==> config.mk <==
export PLATFORM = sky130hd
export DESIGN_NAME = instruction_fetch_unit
export DESIGN_NICKNAME = d
export VERILOG_FILES = /design/src/rtl/instruction_fetch_unit.sv
export SDC_FILE = /design/constraint.sdc
export NUM_CORES = 1
export LEC_CHECK = 0
export ABC_AREA = 1
export CORE_MARGIN = 3
export CORE_UTILIZATION = 39
export DETAILED_ROUTE_END_ITERATION = 8
export PLACE_DENSITY = 0.79
export SLEW_MARGIN = 15
export SYNTH_ARGS = -nofsm -noshare
export SYNTH_HDL_FRONTEND = slang
export SYNTH_SLANG_ARGS = --single-unit
export TNS_END_PERCENT = 10
==> constraint.sdc <==
create_clock -name clk -period 1.4 [get_ports clk]
set_input_delay 0.28 -clock clk [delete_from_list [all_inputs] [get_ports clk]]
set_output_delay 0.28 -clock clk [all_outputs]
set_load 0.01 [all_outputs]
==> src/rtl/instruction_fetch_unit.sv <==
// Dual-issue fetch stage: owns the PC, drives both instruction-memory read ports, registers the pair for decode.
// Latency: 1 cycle from pc to out_valid; a redirect flushes the registered pair on the same edge.
// Backpressure: out_valid && !out_ready freezes pc, addresses and pair; define IFU_PERF_COUNTERS_EN for perf counters.
module instruction_fetch_unit #(
    parameter int                       ADDR_WIDTH_IM = 8,
    parameter int                       INSTR_WIDTH   = 32,
    parameter logic [ADDR_WIDTH_IM-1:0] RESET_PC      = '0,
    parameter logic [INSTR_WIDTH-1:0]   HALT_INSTR    = '1
) (
    input  logic                     clk,
    input  logic                     reset,
    input  logic                     start,
    input  logic                     redirect_valid,
    input  logic [ADDR_WIDTH_IM-1:0] redirect_pc,
    output logic [ADDR_WIDTH_IM-1:0] im_address_1,
    output logic [ADDR_WIDTH_IM-1:0] im_address_2,
    input  logic [INSTR_WIDTH-1:0]   im_read_data_1,
    input  logic [INSTR_WIDTH-1:0]   im_read_data_2,
    output logic                     out_valid,
    input  logic                     out_ready,
    output logic [INSTR_WIDTH-1:0]   out_instr_1,
    output logic [INSTR_WIDTH-1:0]   out_instr_2,
    output logic                     out_valid_2,
    output logic [ADDR_WIDTH_IM-1:0] out_pc,
    output logic                     halted
`ifdef IFU_PERF_COUNTERS_EN
    ,
    output logic [31:0]              perf_fetch_cycles,
    output logic [31:0]              perf_instr_count,
    output logic [31:0]              perf_stall_cycles
`endif
);

    typedef enum logic [1:0] {
        IDLE   = 2'd0,
        FETCH  = 2'd1,
        HALTED = 2'd2
    } state_t;

    typedef struct packed {
        logic [INSTR_WIDTH-1:0]   instr_1;
        logic [INSTR_WIDTH-1:0]   instr_2;
        logic [ADDR_WIDTH_IM-1:0] pc;
        logic                     vld_2;
    } pair_t;

    state_t                   state;
    logic [ADDR_WIDTH_IM-1:0] pc;
    pair_t                    pair;
    logic                     pair_vld;
    logic                     halt_q;

    logic load;
    logic slot1_halt;
    logic slot2_halt;

    assign im_address_1 = pc;
    assign im_address_2 = pc + ADDR_WIDTH_IM'(1);

    assign load       = (state == FETCH) && (!pair_vld || out_ready);
    assign slot1_halt = (im_read_data_1 == HALT_INSTR);
    assign slot2_halt = (im_read_data_2 == HALT_INSTR);

    assign out_valid   = pair_vld;
    assign out_instr_1 = pair.instr_1;
    assign out_instr_2 = pair.instr_2;
    assign out_pc      = pair.pc;
    assign out_valid_2 = pair.vld_2;
    assign halted      = halt_q;

    always_ff @(posedge clk) begin
        if (reset) begin
            state    <= IDLE;
            pc       <= RESET_PC;
            pair     <= '0;
            pair_vld <= 1'b0;
            halt_q   <= 1'b0;
        end else if (redirect_valid) begin
            // Flush wins over a same-cycle accept: the old pair never counts as transferred.
            state      <= FETCH;
            pc         <= redirect_pc;
            pair_vld   <= 1'b0;
            pair.vld_2 <= 1'b0;
            halt_q     <= 1'b0;
        end else begin
            case (state)
                IDLE: begin
                    if (start) begin
                        state <= FETCH;
                    end
                end
                FETCH: begin
                    if (load) begin
                        pair.instr_1 <= im_read_data_1;
                        pair.instr_2 <= im_read_data_2;
                        pair.pc      <= pc;
                        pair.vld_2   <= !slot1_halt;
                        pair_vld     <= 1'b1;
                        if (slot1_halt) begin
                            halt_q <= 1'b1;
                            state  <= HALTED;
                        end else if (slot2_halt) begin
                            pc     <= pc + ADDR_WIDTH_IM'(1);
                            halt_q <= 1'b1;
                            state  <= HALTED;
                        end else begin
                            pc <= pc + ADDR_WIDTH_IM'(2);
                        end
                    end
                end
                HALTED: begin
                    if (pair_vld && out_ready) begin
                        pair_vld <= 1'b0;
                    end
                end
                default: begin
                    state <= IDLE;
                end
            endcase
        end
    end

`ifdef IFU_PERF_COUNTERS_EN
    logic       xfer;
    logic [1:0] xfer_cnt;

    assign xfer     = pair_vld && out_ready && !redirect_valid;
    assign xfer_cnt = xfer ? (pair.vld_2 ? 2'd2 : 2'd1) : 2'd0;

    function automatic logic [31:0] sat_add(input logic [31:0] a, input logic [1:0] inc);
        logic [32:0] s;
        s = {1'b0, a} + {31'b0, inc};
        return s[32] ? '1 : s[31:0];
    endfunction

    always_ff @(posedge clk) begin
        if (reset) begin
            perf_fetch_cycles <= '0;
            perf_instr_count  <= '0;
            perf_stall_cycles <= '0;
        end else begin
            perf_fetch_cycles <= sat_add(perf_fetch_cycles, {1'b0, state == FETCH});
            perf_instr_count  <= sat_add(perf_instr_count, xfer_cnt);
            perf_stall_cycles <= sat_add(perf_stall_cycles, {1'b0, pair_vld && !out_ready});
        end
    end
`endif

endmodule
==> impl_metrics.toml <==
[worst_setup_path]
crit_path_kind = "reg2out"
crit_fanout = 4
cp.required_ns = 1.12
r2r-start = "im_address_1[1]"
setup.worst_path.end_class = "output port"
cp.arrival_ns = 1.40
launching_instance_or_port_of_the_critical_path = "im_address_1[1]"
startpoint_type = "flop"

[clock_tree]
cts_max_path_buffers = 2
cts.reportedPaths.clkPinSlew_ns = 0.09
source_to_sink_clock_delay_at_the_later_pin_of_the_worst_skew_pair_ns = 0.35
cts_tree = "yes"
h-tree-depth = 3
cts_sinks = 85
cts_made_buffers = 9
clock-root-buffer = "clkbuf_8"

[drt]
postRouteAntennaNets = 0
drt_first_iter_violations = 217
firstDrtPassIters = 4
drcViolationCount = 0
routed_wirelength_mm = 14.2
num_vias = 4661
wl_per_cell_um = 15.4
drt-vias-per-instance = 5.04

[placement]
place_inst = 900
dpl_worst_slack_ns = -0.575
portBuffers = 167
post-dp-hpwl_mm = 10.3
gpl.final_weighted_congestion = 0.883

[synth]
synth_fp_nets = 653
seq_area_frac_synth = 0.429
number_of_different_library_cells_in_the_post_synthesis_netlist = 25
ys_seq_elements = 85
synth_area_um2 = 3970
syn_area_per_cell_um2 = 6.91
synthesis.yosys.warnings = 0
postSynthCellCount = 574

[cells_and_area]
finish.cell_count_without_fillers = 925
final_common_cell = "nand2_1"
final_layout_size_suffix_gt1_frac = 0.255
num-nets-final = 865
area_growth_pct = 71.7
final_cell_mix = "nand2_1 (148), nand3_1 (85), a21oi_1 (79)"
finish.utilization = 0.693

[power]
total_power_mw = 5.81
p_sw_mw = 1.74
share_comb_of_total_power = 0.237
power-per-cell-area_nw_per_um2 = 853
vdd_drop_max_mv = 0.567
p_clk_frac = 0.312
p_sw_frac = 0.300
intPower_mw = 4.07
static_leakage_power_nw = 3.50
p_seq_frac = 0.451

[floorplanning]
placementRows = 36
dieArea_um2 = 11400
top_level_i_o_count = 168
die_h_um = 107
core-area_um2 = 9820
start_util = 0.404
die_w_um = 107

[outcome]
failed_checks = "negative setup slack"
status = "finished with violations"

[sta]
finClkSkew_ns = 0.00953
hold-worst-slack_ns = 0.208
final-hold-violation-count = 0
worst_slew_pin_slew_ns = 0.347
rsz_0062_raised_after_global_routing = "true"
relSlewSlack = 0.769
min_period_over_period = 1.20
timing.final.ws_setup_ns = -0.277
finalWorstPathRequiredPeriod_ns = 1.68
fmax_mhz = 596
drv_slew = 0
setup_viol = 8

[job]
drv.max_cap_violation_count = 0

[min_path]
hp-class = "in2reg"
holdCritStartpoint = "reset"

[global_route]
tot_gr_track_use = 0.234
globalRoute.totalOverflow = 0
grt_start_max_net_pins = 33
grt_first_pass_wirelength_mm = 21.7
first_global_vias = 4540
antenna_found_initial = 1
routing by layer:
layer | up-vias | wire [um] | GRT usage
met5 | - | 0 | 0
met4 | 0 | 295 | 0.0694
li1 | 2300 | - | -
met1 | 2178 | 5780 | 0.282
met3 | 21 | 828 | 0.0373
met2 | 162 | 7300 | 0.427
kinds of logic after synthesis:
family | count (synthesis) | synth area share
AO/OA/AOI/OAI | 91 | 0.120
adder cells (fa/ha/maj) | 2 | 0.00631
buffers and inverters | 60 | 0.0767
XOR/XNOR | 5 | 0.0110
flip-flops | 85 | 0.429
AND/OR/NAND/NOR | 331 | 0.357
repair_timing:
item                                    4_1_cts  5_1_grt
gates cloned                                  0        1
gates resized for setup                     179      140
hold buffers                                  0        0
pin swaps                                    11       56
setup buffers                                 9        2
endpoints found under the setup margin      118       90
cell type report:
cell class,count,area [um2]
clock buffers,9,124
flip-flops and latches,85,1720
diodes,1,2.50
clock inverters,7,80.1
repair buffers,236,2340
multi-input cells,430,2270
inverters,24,97.6
fillers,859,3010
well taps,133,166
worst max-delay path, stage by stage (launching register included):
cell and delay, ns:
dfxtp_4 0.39, ha_4 0.19, nand2_4 0.07, inv_4 0.07, nand4_1 0.10, nand2_2 0.12
buf_6 0.11
stage by stage:
step | TNS, ns | instance area (um2)
floorplan | 0 | 3980
global placement | -28.62 | 6140
detailed placement | -30.33 | 6140
CTS | -1.98 | 6450
global route | -2.41 | 6810
finish | -1.61 | 6810
path summary, 6_finish.rpt:
kind | end | slack [ns] | cells after the start
setup / recovery | im_address_2[5] | -0.28 | 6
hold / removal | state[0] | 0.21 | 2
setup reg to reg | im_address_1[5] | -0.15 | 11
hold reg to reg | halted | 0.46 | 2
Yosys cell counts (all sizes together):
master | n | area (um2)
nand2 | 184 | 708
nand3 | 89 | 450
a21oi | 86 | 449
dfxtp | 85 | 1700
nor2 | 55 | 236
buf | 27 | 179
inv | 24 | 90.1
clkbuf | 9 | 35.0
xor2 | 5 | 43.8
o21ai | 4 | 20.0
nand4 | 3 | 18.8
ha | 2 | 25.0
a211oi | 1 | 7.51
registers in the layout, summed over array words and instances, names as in the netlist:
signal,count
out_instr_2,32
out_valid_2,1
halted,1
state,2
im_address_1,8
out_pc,8
out_valid,1
out_instr_1,32
power groups by stage:
stage / clock network [mW] / registers [mW] / logic, mW
after global routing: 1.94 / 2.63 / 1.48
after global placement: 0 / 2.66 / 1.31
after detailed placement: 0 / 2.66 / 1.34
after floorplan: 0 / 2.72 / 0.494
final: 1.81 / 2.62 / 1.38
after CTS: 1.85 / 2.61 / 1.33
Power figures use the tool's default switching activity.
==> variant: new RTL, same settings <==
Encoding of `state_t`: now one-hot (3 bits for 3 states).
--- a/src/rtl/instruction_fetch_unit.sv
+++ b/src/rtl/instruction_fetch_unit.sv
@@ -33,6 +33,6 @@
 
-    typedef enum logic [1:0] {
-        IDLE   = 2'd0,
-        FETCH  = 2'd1,
-        HALTED = 2'd2
+    typedef enum logic [2:0] {
+        IDLE   = 3'b001,
+        FETCH  = 3'b010,
+        HALTED = 3'b100
     } state_t;
Function: no difference found for any inputs over 4 cycles, from zero or initial values and one cycle with reset high; so few cycles prove little.
==> variant against the unedited design <==
- the flow still finishes with violations (negative setup slack)
- sequential cell count grew 1
- clock skew is 0.0011 ns higher
- die area shrank 4.0%
- wire length increased by 1.6%
- synthesized area shrank 4.2%
- non-clock buffer count rose by 32
- setup slack improved by 0.019 ns
- power down 0.53%
- count of clock-buffer cells in the layout is the same
- utilization up 2.7 points
- final area fell by 0.83%
- critical path type unchanged
- largest cell class unchanged
==> variant: results (changes against the unedited design) <==
critical_path:
  arrival_ns: 1.38  # -0.02 ns
  r2r.worst_path.cells: 9  # -2
  path_max_fanout: 3  # -1
cells_and_area:
  finish.net_count: 885  # +2.3%
  drive_gt1_share_pct: 26.98  # +1.4 points
  clkCellAreaFrac_pct: 2.595  # -0.40 points
  buffers: 268  # +14%
  inv_count: 22  # -8.3%
  antennaDiodeCount: 0  # -1
  multi_input_cells: 419  # -2.6%
  fillers: 762  # -11%
synthesis:
  avgSynthCellArea_um2: 6.867  # -0.59%
  synth_common_cells: "nor2_1, nand2_1, dfxtp_1"
  seq_area_frac_synth_pct: 45.34  # +2.4 points
placement:
  placed_area_mm2: 0.006200  # +1.0%
  dpl.cell_count: 909  # +1.0%
  dp_slack_ns: -0.6784  # -0.1036 ns
  dpl.hpwl_um: 9588  # -6.5%
grt:
  grt_util_met1_pct: 26.39  # -1.8 points
  grt_pass1_wl_um: 21760  # about the same
  grt_max_degree: 43  # +30%
  first_global_vias: 4658  # +2.6%
  grt_util_all_layers_pct: 23.80  # +0.42 points
  met3_usage_pct: 6.115  # +2.4 points
timing:
  setup_slack_ns: -0.2577  # +0.01949 ns
  finalSetupViolCount: 84  # +76
  fin_setup_tns_ns: -8.247  # -6.640 ns
  finClkSkew_ns: 0.01062  # +0.001086 ns
route:
  dr_wl_met3_um: 1048  # +27%
  routed_via_density: 4.991  # -0.94%
  wl_per_cell_um: 15.40  # +0.28%
  first_iter_violations: 185  # -15%
run_status:
  violations: "negative setup slack"
  outcome: "finished, violations left"
clocking:
  post-cts-setup-buffers: 4  # -5
power_and_ir_drop:
  power_leakage_nw: 3.433  # -2.0%
## variant: cell types whose count changed after synthesis, sizes merged, moves of 13 or more
cell / delta
nand2: -89
a21oi: -68
nand3: -70
o21ai: +77
nor2: +126
buf: -13
## variant: kinds of logic after synthesis
family / share of synthesized area, %
xor+xnor: 1.384
flops: 45.34
fa+ha+maj: 0.6589
compound gates: 13.25
buf+inv: 6.359
simple gates: 33.01
## variant: report_power, final
| group | total, mW | switching [mW] | internal [mW] |
|---|---|---|---|
| combinational | 1.43 | 0.709 | 0.718 |
| sequential | 2.69 | 0.0913 | 2.59 |
| clock | 1.66 | 0.867 | 0.796 |
## variant: final timing paths
path                          start              end  slack (ns)
setup / recovery    im_address_1[1]  im_address_2[6]       -0.26
hold reg to reg              halted           halted        0.47
setup reg to reg           state[2]  out_instr_2[12]       -0.14
hold / removal    im_read_data_2[4]   out_instr_2[4]        0.30
